$ cat src/rtl/ext_bus_seq.sv
// External memory bus sequencer: runs T1-T4 read/write cycles on the external pins, with
// wait-state extension, a timeout, and internal (FFxx) cycles that never touch the pins.
module ext_bus_seq #(
  parameter int unsigned WAIT_MAX = 15
) (
  input  logic        CLK,
  input  logic        RES_n,
  input  logic [15:0] A,
  input  logic [7:0]  DL_wr,
  input  logic        RD_REQ,
  input  logic        WR_REQ,
  input  logic        Maybe1,
  input  logic        WAIT,
  input  logic [7:0]  MD_in,
  output logic [15:0] MA,
  output logic [7:0]  MD_out,
  output logic        MD_oe,
  output logic        RD_n,
  output logic        WR_n,
  output logic        INT_SEL,
  output logic [7:0]  DL_rd,
  output logic        BUSY,
  output logic        DONE,
  output logic        TIMEOUT
);

  localparam logic [7:0] WaitMax = 8'(WAIT_MAX);

  typedef enum logic [2:0] {StIdle, StT1, StT2, StT3, StT4} state_e;

  state_e     state_q;
  logic [7:0] wait_cnt_q;
  logic       is_wr_q;
  logic       int_q;

  logic start;
  logic start_wr;
  logic start_int;

  // Read wins when both requests are high; the dropped write must be re-requested.
  always_comb begin
    start     = !Maybe1 && (RD_REQ || WR_REQ);
    start_wr  = WR_REQ && !RD_REQ;
    start_int = (A[15:8] == 8'hFF);
  end

  always_ff @(posedge CLK or negedge RES_n) begin
    if (!RES_n) begin
      state_q    <= StIdle;
      wait_cnt_q <= 8'd0;
      is_wr_q    <= 1'b0;
      int_q      <= 1'b0;
      MA         <= 16'h0000;
      MD_out     <= 8'h00;
      MD_oe      <= 1'b0;
      RD_n       <= 1'b1;
      WR_n       <= 1'b1;
      INT_SEL    <= 1'b0;
      DL_rd      <= 8'hFF;
      BUSY       <= 1'b0;
      DONE       <= 1'b0;
      TIMEOUT    <= 1'b0;
    end else begin
      DONE    <= 1'b0;
      TIMEOUT <= 1'b0;
      unique case (state_q)
        StIdle, StT4: begin
          if (start) begin
            state_q    <= StT1;
            BUSY       <= 1'b1;
            wait_cnt_q <= 8'd0;
            is_wr_q    <= start_wr;
            int_q      <= start_int;
            MD_oe      <= start_wr && !start_int;
            if (!start_int) MA <= A;
            if (start_wr) MD_out <= DL_wr;
          end else begin
            state_q <= StIdle;
            BUSY    <= 1'b0;
            MD_oe   <= 1'b0;
          end
        end
        StT1: begin
          state_q <= StT2;
          INT_SEL <= int_q;
          if (!int_q) begin
            RD_n <= is_wr_q;
            WR_n <= !is_wr_q;
          end
        end
        StT2: begin
          state_q <= StT3;
        end
        StT3: begin
          if (!int_q && WAIT && (wait_cnt_q != WaitMax)) begin
            wait_cnt_q <= wait_cnt_q + 8'd1;
          end else begin
            state_q <= StT4;
            RD_n    <= 1'b1;
            WR_n    <= 1'b1;
            INT_SEL <= 1'b0;
            DONE    <= 1'b1;
            // Internal cycles ignore WAIT and leave DL_rd to the internal target.
            if (!int_q) begin
              TIMEOUT <= WAIT;
              if (!is_wr_q) DL_rd <= WAIT ? 8'hFF : MD_in;
            end
          end
        end
        default: begin
          state_q <= StIdle;
        end
      endcase
    end
  end

endmodule

$ cat config.mk
export PLATFORM = sky130hd
export DESIGN_NAME = ext_bus_seq
export DESIGN_NICKNAME = d
export VERILOG_FILES = /design/src/rtl/ext_bus_seq.sv
export SDC_FILE = /design/constraint.sdc
export NUM_CORES = 1
export LEC_CHECK = 0
export ABC_AREA = 1
export CORE_MARGIN = 3
export CORE_UTILIZATION = 40
export CTS_CLUSTER_SIZE = 28
export DETAILED_ROUTE_END_ITERATION = 12
export GPL_TIMING_DRIVEN = 0
export PLACE_DENSITY_LB_ADDON = 0.05
export SLEW_MARGIN = 40
export SYNTH_ARGS = -nofsm -noshare
export SYNTH_HDL_FRONTEND = slang
export SYNTH_SLANG_ARGS = --single-unit
export TNS_END_PERCENT = 5
$ cat constraint.sdc
create_clock -name CLK -period 2.5 [get_ports CLK]
set_clock_uncertainty 0.05 [all_clocks]
set_input_delay 0.5 -clock CLK [delete_from_list [all_inputs] [get_ports CLK]]
set_output_delay 0.5 -clock CLK [all_outputs]
set_load 0.05 [all_outputs]
# Word level (Yosys, flattened, before mapping)
# Cells that the tools add are included.
# Widths: inputs -> output; s select.
dict set report op_classes {
  n_addsub 1
  n_div 0
  mul 0
  n_reduce_logical 22
  shift 0
  n_bitwise 4
  n_eq_ne 10
  magnitude_cmp 0
  n_mux 21
}
# cell n
set op_table {}
lappend op_table {{$mux 8} 3}
lappend op_table {{$pmux 8 s2} 1}
lappend op_table {{$mux 1} 12}
lappend op_table {{$pmux 3 s4} 1}
lappend op_table {{$reduce_and 3->1} 4}
lappend op_table {{$add 8x1->8 const B} 1}
lappend op_table {{$eq 8x8->1 const B} 1}
lappend op_table {{$ne 2x2->1 const B} 4}
lappend op_table {{$ne 8x4->1 const B} 1}
lappend op_table {{$eq 3x2->1 const B} 2}
lappend op_table {{$pmux 1 s2} 3}
lappend op_table {{$logic_and 1x1->1} 5}
lappend op_table {{$logic_not 1->1} 5}
lappend op_table {{$not 1->1} 4}
lappend op_table {{$reduce_and 2->1} 2}
lappend op_table {{$reduce_and 4->1} 1}
lappend op_table {{$reduce_bool 2->1} 2}
lappend op_table {{$eq 3x1->1 const B} 1}
lappend op_table {{$eq 3x3->1 const B} 1}
lappend op_table {{$logic_not 3->1} 1}
lappend op_table {{$mux 3} 1}
lappend op_table {{$reduce_or 2->1} 1}
lappend op_table {{$logic_or 1x1->1} 1}
dict set report word_totals {
  latchBits 0
  in_bits 38
  romBits 0
  ramBits 0
  elab_cells 72
  n_memories 0
  register_bits 52
}

# Depth between registers and ports, before layout
# Gate-level depths: netlist of the first run.
dict set report depth {
  depth_word 5
  ltp_mapped 8
  ltp_nobuf 8
}

# Least setup slack after synthesis of the first run
# OpenSTA, ideal clock, no wires.
dict set report synth_timing {
  path_kind {input-to-reg}
  from {input port Maybe1}
  to {register MD_out[0]}
  required_time_ns 2.331
  setup_time_ns 0.119
  path_stages 7
  n_path_buf 0
  arrival_ns 1.292
  slack_ns 1.039
  path_cell_list {o21bai_1 -> nor2_2 -> inv_2 -> nor3_4 -> inv_2 -> nand2_1 -> nand2_1}
}
dict set report synth_via {
  elab_chain_len 3
}
# item line
set synth_rtl {}
lappend synth_rtl {{from (decl)} 12} ;# input logic Maybe1,
lappend synth_rtl {{$logic_not 1->1} 42} ;# start = !Maybe1 && (RD_REQ || WR_REQ);
lappend synth_rtl {{$logic_and 1x1->1} 42}
lappend synth_rtl {{$reduce_and 3->1 (no line)} --}
lappend synth_rtl {{to (signal assigned)} 76} ;# if (start_wr) MD_out <= DL_wr;
lappend synth_rtl {{to (decl)} 16} ;# output logic [7:0] MD_out,
# Every way passes these cells.
# A chain may end at the register's enable or synchronous reset.

# Worst setup path in the final report of the first run
dict set report layout_timing {
  from {register WR_n}
  to {output port WR_n}
}
# item line
set layout_rtl {}
lappend layout_rtl {{from (decl)} 19} ;# output logic WR_n,
lappend layout_rtl {{from (signal assigned)} 88} ;# WR_n <= !is_wr_q;
# No word-level cell between the ends.

==> reports/qor.yml, run 1 <==
outcome: "finished, final reports clean"
grt_max_degree: 30
start_kind: "flop"
postLayoutCoreUtil: 0.612
ctsHoldBuffers: 0
muxShareOfSynthArea: 0
arrival_ns: 1.65
maxCapViolCount: 0
drt-pass1-iter-count: 4
tns_ns: 0
synth-simple-area-share: 0.306
wl_um: 4970
ioPinCount: 77
cts_tree: "built"
die_area_um2: 6670
drc: 0
clkLatencyLatePin_ns: 0.30
crit_family: "buffers and inverters"
dpl_worst_slack_ns: 0.324
synthDistinctLibCells: 28
ys_ff_latch: 52
worst_setup_path_end_kind: "primary output"
cts.sinks: 52
synth-xor-area-share: 0.0153
nNetsFinal: 382
synthAdderAreaFrac: 0.00546
hp-class: "input pin to async pin"
relSlewSlack: 0.647
cts_buffers: 5
p_leak_nw: 1.58
synth_top_family_by_area: "simple AND/OR/NAND/NOR gates"
start_util: 0.430
final_cell_mix: "nand2_1, clkdlybuf4s50_1, dfrtp_1"
syn2layout_area_growth_pct: 42.4
period_share: 0.882
viasPerCell: 4.62
setup_viol: 0
track_usage: 0.165
worst_slack_ns: 0.296
synth_top_cell_by_area: "dfrtp_1"
wl_per_cell_um: 12.0
cts_root_buf: "clkbuf_8"
vias: 1912
std_cell_rows: 26
dp_hpwl_um: 3640
max_freq_ghz: 0.454
portBuffers: 75
ir_worst_vdd_mv: 0.792
final_layout_size_suffix_gt1_frac: 0.131
synth_area_leaders: "dfrtp_1, nand2_1, dfstp_2, nand3_1, o21ai_2"
synth_top_area_share: 0.459
path_cells: "clkdlybuf4s50_1"
globalplace.congestion: 0.807
tightest_slew_ns: 0.527
h-tree-depth: 2
grt_antenna_before_repair: 0
die_x_um: 81.7
cts_resized: 0
postCtsSetupBuffers: 0
final_common_cell: "nand2_1"
path_buf_inv: 1
clock_path_buffers: 2
worstSetupPathType: "flop to primary output"
crit_required_ns: 1.95
cpMaxStageDelayCell: "clkdlybuf4s50_1"
synthCells: 260
synth_compound_gate_area_share: 0.0486
grt-ovfl-total: 0
grt_pass1_vias: 1863
syn_area_per_cell_um2: 8.82
num_antenna_cells: 0
slew_violations: 0
core_area_um2: 5340
hold-worst-slack_ns: 0.0319
antenna_left: 0
max_stage_delay_ns: 0.81
clkTransAtPathRegs_ns: 0.09
syn-cell-area_um2: 2290
grt_setup_unrepaired: "no"
die_h_um: 81.7
synth-warning-count: 0
p_per_area_nw_per_um2: 1330
seq_area_frac_synth: 0.573
grt_pass1_wl_um: 8390
period_needed_ns: 2.20
first_iter_violations: 75
cp_max_fo: 2
hold_viol_final: 0
syn_nets: 299
==> area by class of cell <==
cell class              instances  area [um^2]
fillers                       475         2070
flip-flops and latches         52         1310
multi-input cells             182          860
repair buffers                 76          768
well taps                      70         87.6
clock buffers                   6         82.6
inverters                      17         63.8
plain buffers                   9         55.1
clock inverters                 2         33.8
==> worst paths after layout <==
kind | startpoint | to | slack [ns] | cells past startpoint
max | WR_n$_DFFE_PN1P_ | WR_n | 0.30 | 1
min | RES_n | MD_out[7]$_DFFE_PN0P_ | 0.03 | 1
max reg2reg | state_q[0]$_DFFE_PN0P_ | MD_out[1]$_DFFE_PN0P_ | 0.91 | 8
min reg2reg | RD_n$_DFFE_PN1P_ | RD_n$_DFFE_PN1P_ | 0.42 | 2
max in group asynchronous | RES_n | WR_n$_DFFE_PN1P_ | 1.85 | 2
min in group CLK | RD_n$_DFFE_PN1P_ | RD_n$_DFFE_PN1P_ | 0.42 | 2
==> flip-flops by register name (all words and copies together), names as in the netlist <==
| register | cells |
|---|---|
| is_wr_q | 1 |
| INT_SEL | 1 |
| int_q | 1 |
| wait_cnt_q | 8 |
| DL_rd | 8 |
| state_q | 3 |
| BUSY | 1 |
| MA | 16 |
| RD_n | 1 |
| TIMEOUT | 1 |
| DONE | 1 |
| WR_n | 1 |
| MD_oe | 1 |
| MD_out | 8 |
==> worst register-to-register path: cells and delay by family (launching register included) <==
| family | cells | cell delay [ns] |
|---|---|---|
| simple gates | 5 | 0.73 |
| buf+inv | 3 | 0.30 |
| flops | 1 | 0.41 |
==> per-layer routing <==
layer / vias up / global-route usage / share of wire
li1: 992 / - / -
met1: 855 / 0.205 / 0.45
met2: 60 / 0.259 / 0.45
met3: 5 / 0.0735 / 0.091
met4: 0 / 0.0498 / 0.013
met5: - / 0 / 0
==> cell usage after synthesis <==
cell type,number
o21ai_2,9
o21ai_0,1
xor2_1,3
inv_1,13
nor3b_1,1
nor2_2,2
buf_6,1
or2_0,1
inv_2,4
nor2_1,16
dfrtp_1,42
nand3_2,1
nand4_1,3
nor3_1,3
ha_1,1
nor3_4,1
dfstp_2,10
o21a_1,1
nand2_2,1
nand2_1,100
clkbuf_1,1
o21ai_1,1
o21bai_1,2
xnor2_1,1
nand3b_1,1
buf_2,5
buf_4,2
nand3_1,33
==> stage by stage <==
stage / power [mW] / cells / instance area [um^2]
2_1_floorplan: 3.01 / 260 / 2290
3_3_place_gp: 3.78 / 405 / 3130
3_5_place_dp: 3.80 / 406 / 3150
4_1_cts: 4.41 / 414 / 3260
5_1_grt: 4.64 / 414 / 3260
6_report: 4.36 / 414 / 3260
==> cell families after synthesis <==
kind of cell             Yosys count
AO/OA/AOI/OAI                     14
XOR/XNOR                           4
adder cells (fa/ha/maj)            1
buffers and inverters             26
flip-flops                        52
AND/OR/NAND/NOR                  163
==> where the power goes <==
part	internal (mW)	switching, mW
logic	0.774	1.57
registers	1.23	0.192
clock network	0.322	0.265
total	2.33	2.03
No activity file was read; power rests on OpenSTA's default activity.
==> run 2: changes to the inputs <==
--- a/config.mk
+++ b/config.mk
@@ -6,7 +6,8 @@
 export NUM_CORES = 1
 export LEC_CHECK = 0
 export ABC_AREA = 1
-export CORE_MARGIN = 3
+export CAP_MARGIN = 20
+export CORE_MARGIN = 2
 export CORE_UTILIZATION = 40
 export CTS_CLUSTER_SIZE = 28
 export DETAILED_ROUTE_END_ITERATION = 12
==> reports/qor.yml, run 2 (synthesized netlist as in run 1, its figures left out) <==
outcome: "finished, final reports clean"
wl_um: 4900
die_area_um2: 6350
hold-worst-slack_ns: 0.0217
grt_antenna_before_repair: 0
max_freq_ghz: 0.457
crit_family: "buffers and inverters"
postCtsSetupBuffers: 0
cts_root_buf: "clkbuf_8"
crit_required_ns: 1.95
multi_input_area_um2: 860
clkLatencyLatePin_ns: 0.30
cts_resized: 0
tightest_slew_ns: 0.534
finalPower_mw: 4.29
die_h_um: 79.7
p_per_area_nw_per_um2: 1320
track_usage: 0.169
hold_viol_final: 0
fill_cells: 489
first_iter_violations: 77
cts_tree: "built"
final_common_cell: "nand2_1"
cts.sinks: 52
nNetsFinal: 382
drt-pass1-iter-count: 4
dp_hpwl_um: 3570
hp-class: "input pin to async pin"
grt_pass1_vias: 1941
relSlewSlack: 0.643
p_leak_nw: 1.57
final_cell_mix: "nand2_1, clkdlybuf4s50_1, dfrtp_1"
grtUsageMet2: 0.276
viasPerCell: 4.58
final_layout_size_suffix_gt1_frac: 0.131
grt_setup_unrepaired: "no"
path_buf_inv: 1
arrival_ns: 1.64
grt_pass1_wl_um: 8410
path_cells: "clkdlybuf4s50_1"
postLayoutCoreUtil: 0.591
ioPinCount: 77
worst_slack_ns: 0.312
met3_usage: 0.0509
period_needed_ns: 2.19
cts_buffers: 5
die_x_um: 79.7
start_util: 0.416
clock_path_buffers: 2
antenna_left: 0
maxCapViolCount: 0
max_stage_delay_ns: 0.81
core_area_um2: 5510
globalplace.congestion: 0.767
regArea_um2: 1310
ir_worst_vdd_mv: 0.782
h-tree-depth: 2
cpMaxStageDelayCell: "clkdlybuf4s50_1"
grt-busiest-layer: "met2"
portBuffers: 75
drc: 0
clkTransAtPathRegs_ns: 0.09
worstSetupPathType: "flop to primary output"
num_antenna_cells: 0
critPathLaunch: "WR_n$_DFFE_PN1P_"
start_kind: "flop"
r2r_start: "state_q[0]$_DFFE_PN0P_"
period_share: 0.875
grt-ovfl-total: 0
grt_max_degree: 31
slew_violations: 0
wl_per_cell_um: 11.8
cp_max_fo: 2
regMostFlops: "MA"
dpl_worst_slack_ns: 0.313
largest_register_ff_count: 16
ctsHoldBuffers: 0
setup_viol: 0
syn2layout_area_growth_pct: 41.9
std_cell_rows: 27
tns_ns: 0
vias: 1907
worst_setup_path_end_kind: "primary output"
globalRouteMet1Util: 0.209
run 2: cell count changes in the layout (fill, tap and decap cells not counted):
cell | before | now
bufinv_16 | 1 | 0
clkbuf_1 | 1 | 2
clkbuf_16 | 0 | 1
clkbuf_8 | 6 | 5
clkinv_1 | 1 | 0
clkinv_2 | 0 | 1
run 2: cell type report:
type | count | share of cell area
repair buffers | 76 | 0.236
flip-flops and latches | 52 | 0.404
multi-input cells | 182 | 0.264
plain buffers | 9 | 0.0169
clock buffers | 7 | 0.0300
well taps | 72 | 0.0277
inverters | 17 | 0.0196
clock inverters | 1 | 0.00154
run 2: path summary, 6_finish.rpt:
| path | end | slack, ns | cells past startpoint |
|---|---|---|---|
| worst max-delay path | WR_n | 0.31 | 1 |
| worst min-delay path | wait_cnt_q[7]$_DFFE_PN0P_ | 0.02 | 1 |
| min in group CLK | WR_n$_DFFE_PN1P_ | 0.41 | 2 |
| max in group asynchronous | int_q$_DFFE_PN0P_ | 1.93 | 2 |
| worst max register to register | MD_out[2]$_DFFE_PN0P_ | 0.89 | 8 |
| worst min register to register | WR_n$_DFFE_PN1P_ | 0.41 | 2 |
run 2: metrics by stage:
step	cells	cell area (um^2)
after floorplan	260	2290
after global placement	407	3130
after detailed placement	408	3150
after CTS	416	3250
after global routing	416	3250
final	416	3250
run 2: routing by layer:
layer	routed length, um	part of all wire	vias up
met5	0	0	-
met2	2230	0.45	54
li1	-	-	993
met1	2270	0.46	853
met4	68	0.014	0
met3	334	0.068	7
run 2: power breakdown:
part / internal, mW / total, mW / switching, mW
combinational: 0.774 / 2.34 / 1.56
sequential: 1.23 / 1.43 / 0.196
clock: 0.257 / 0.527 / 0.270
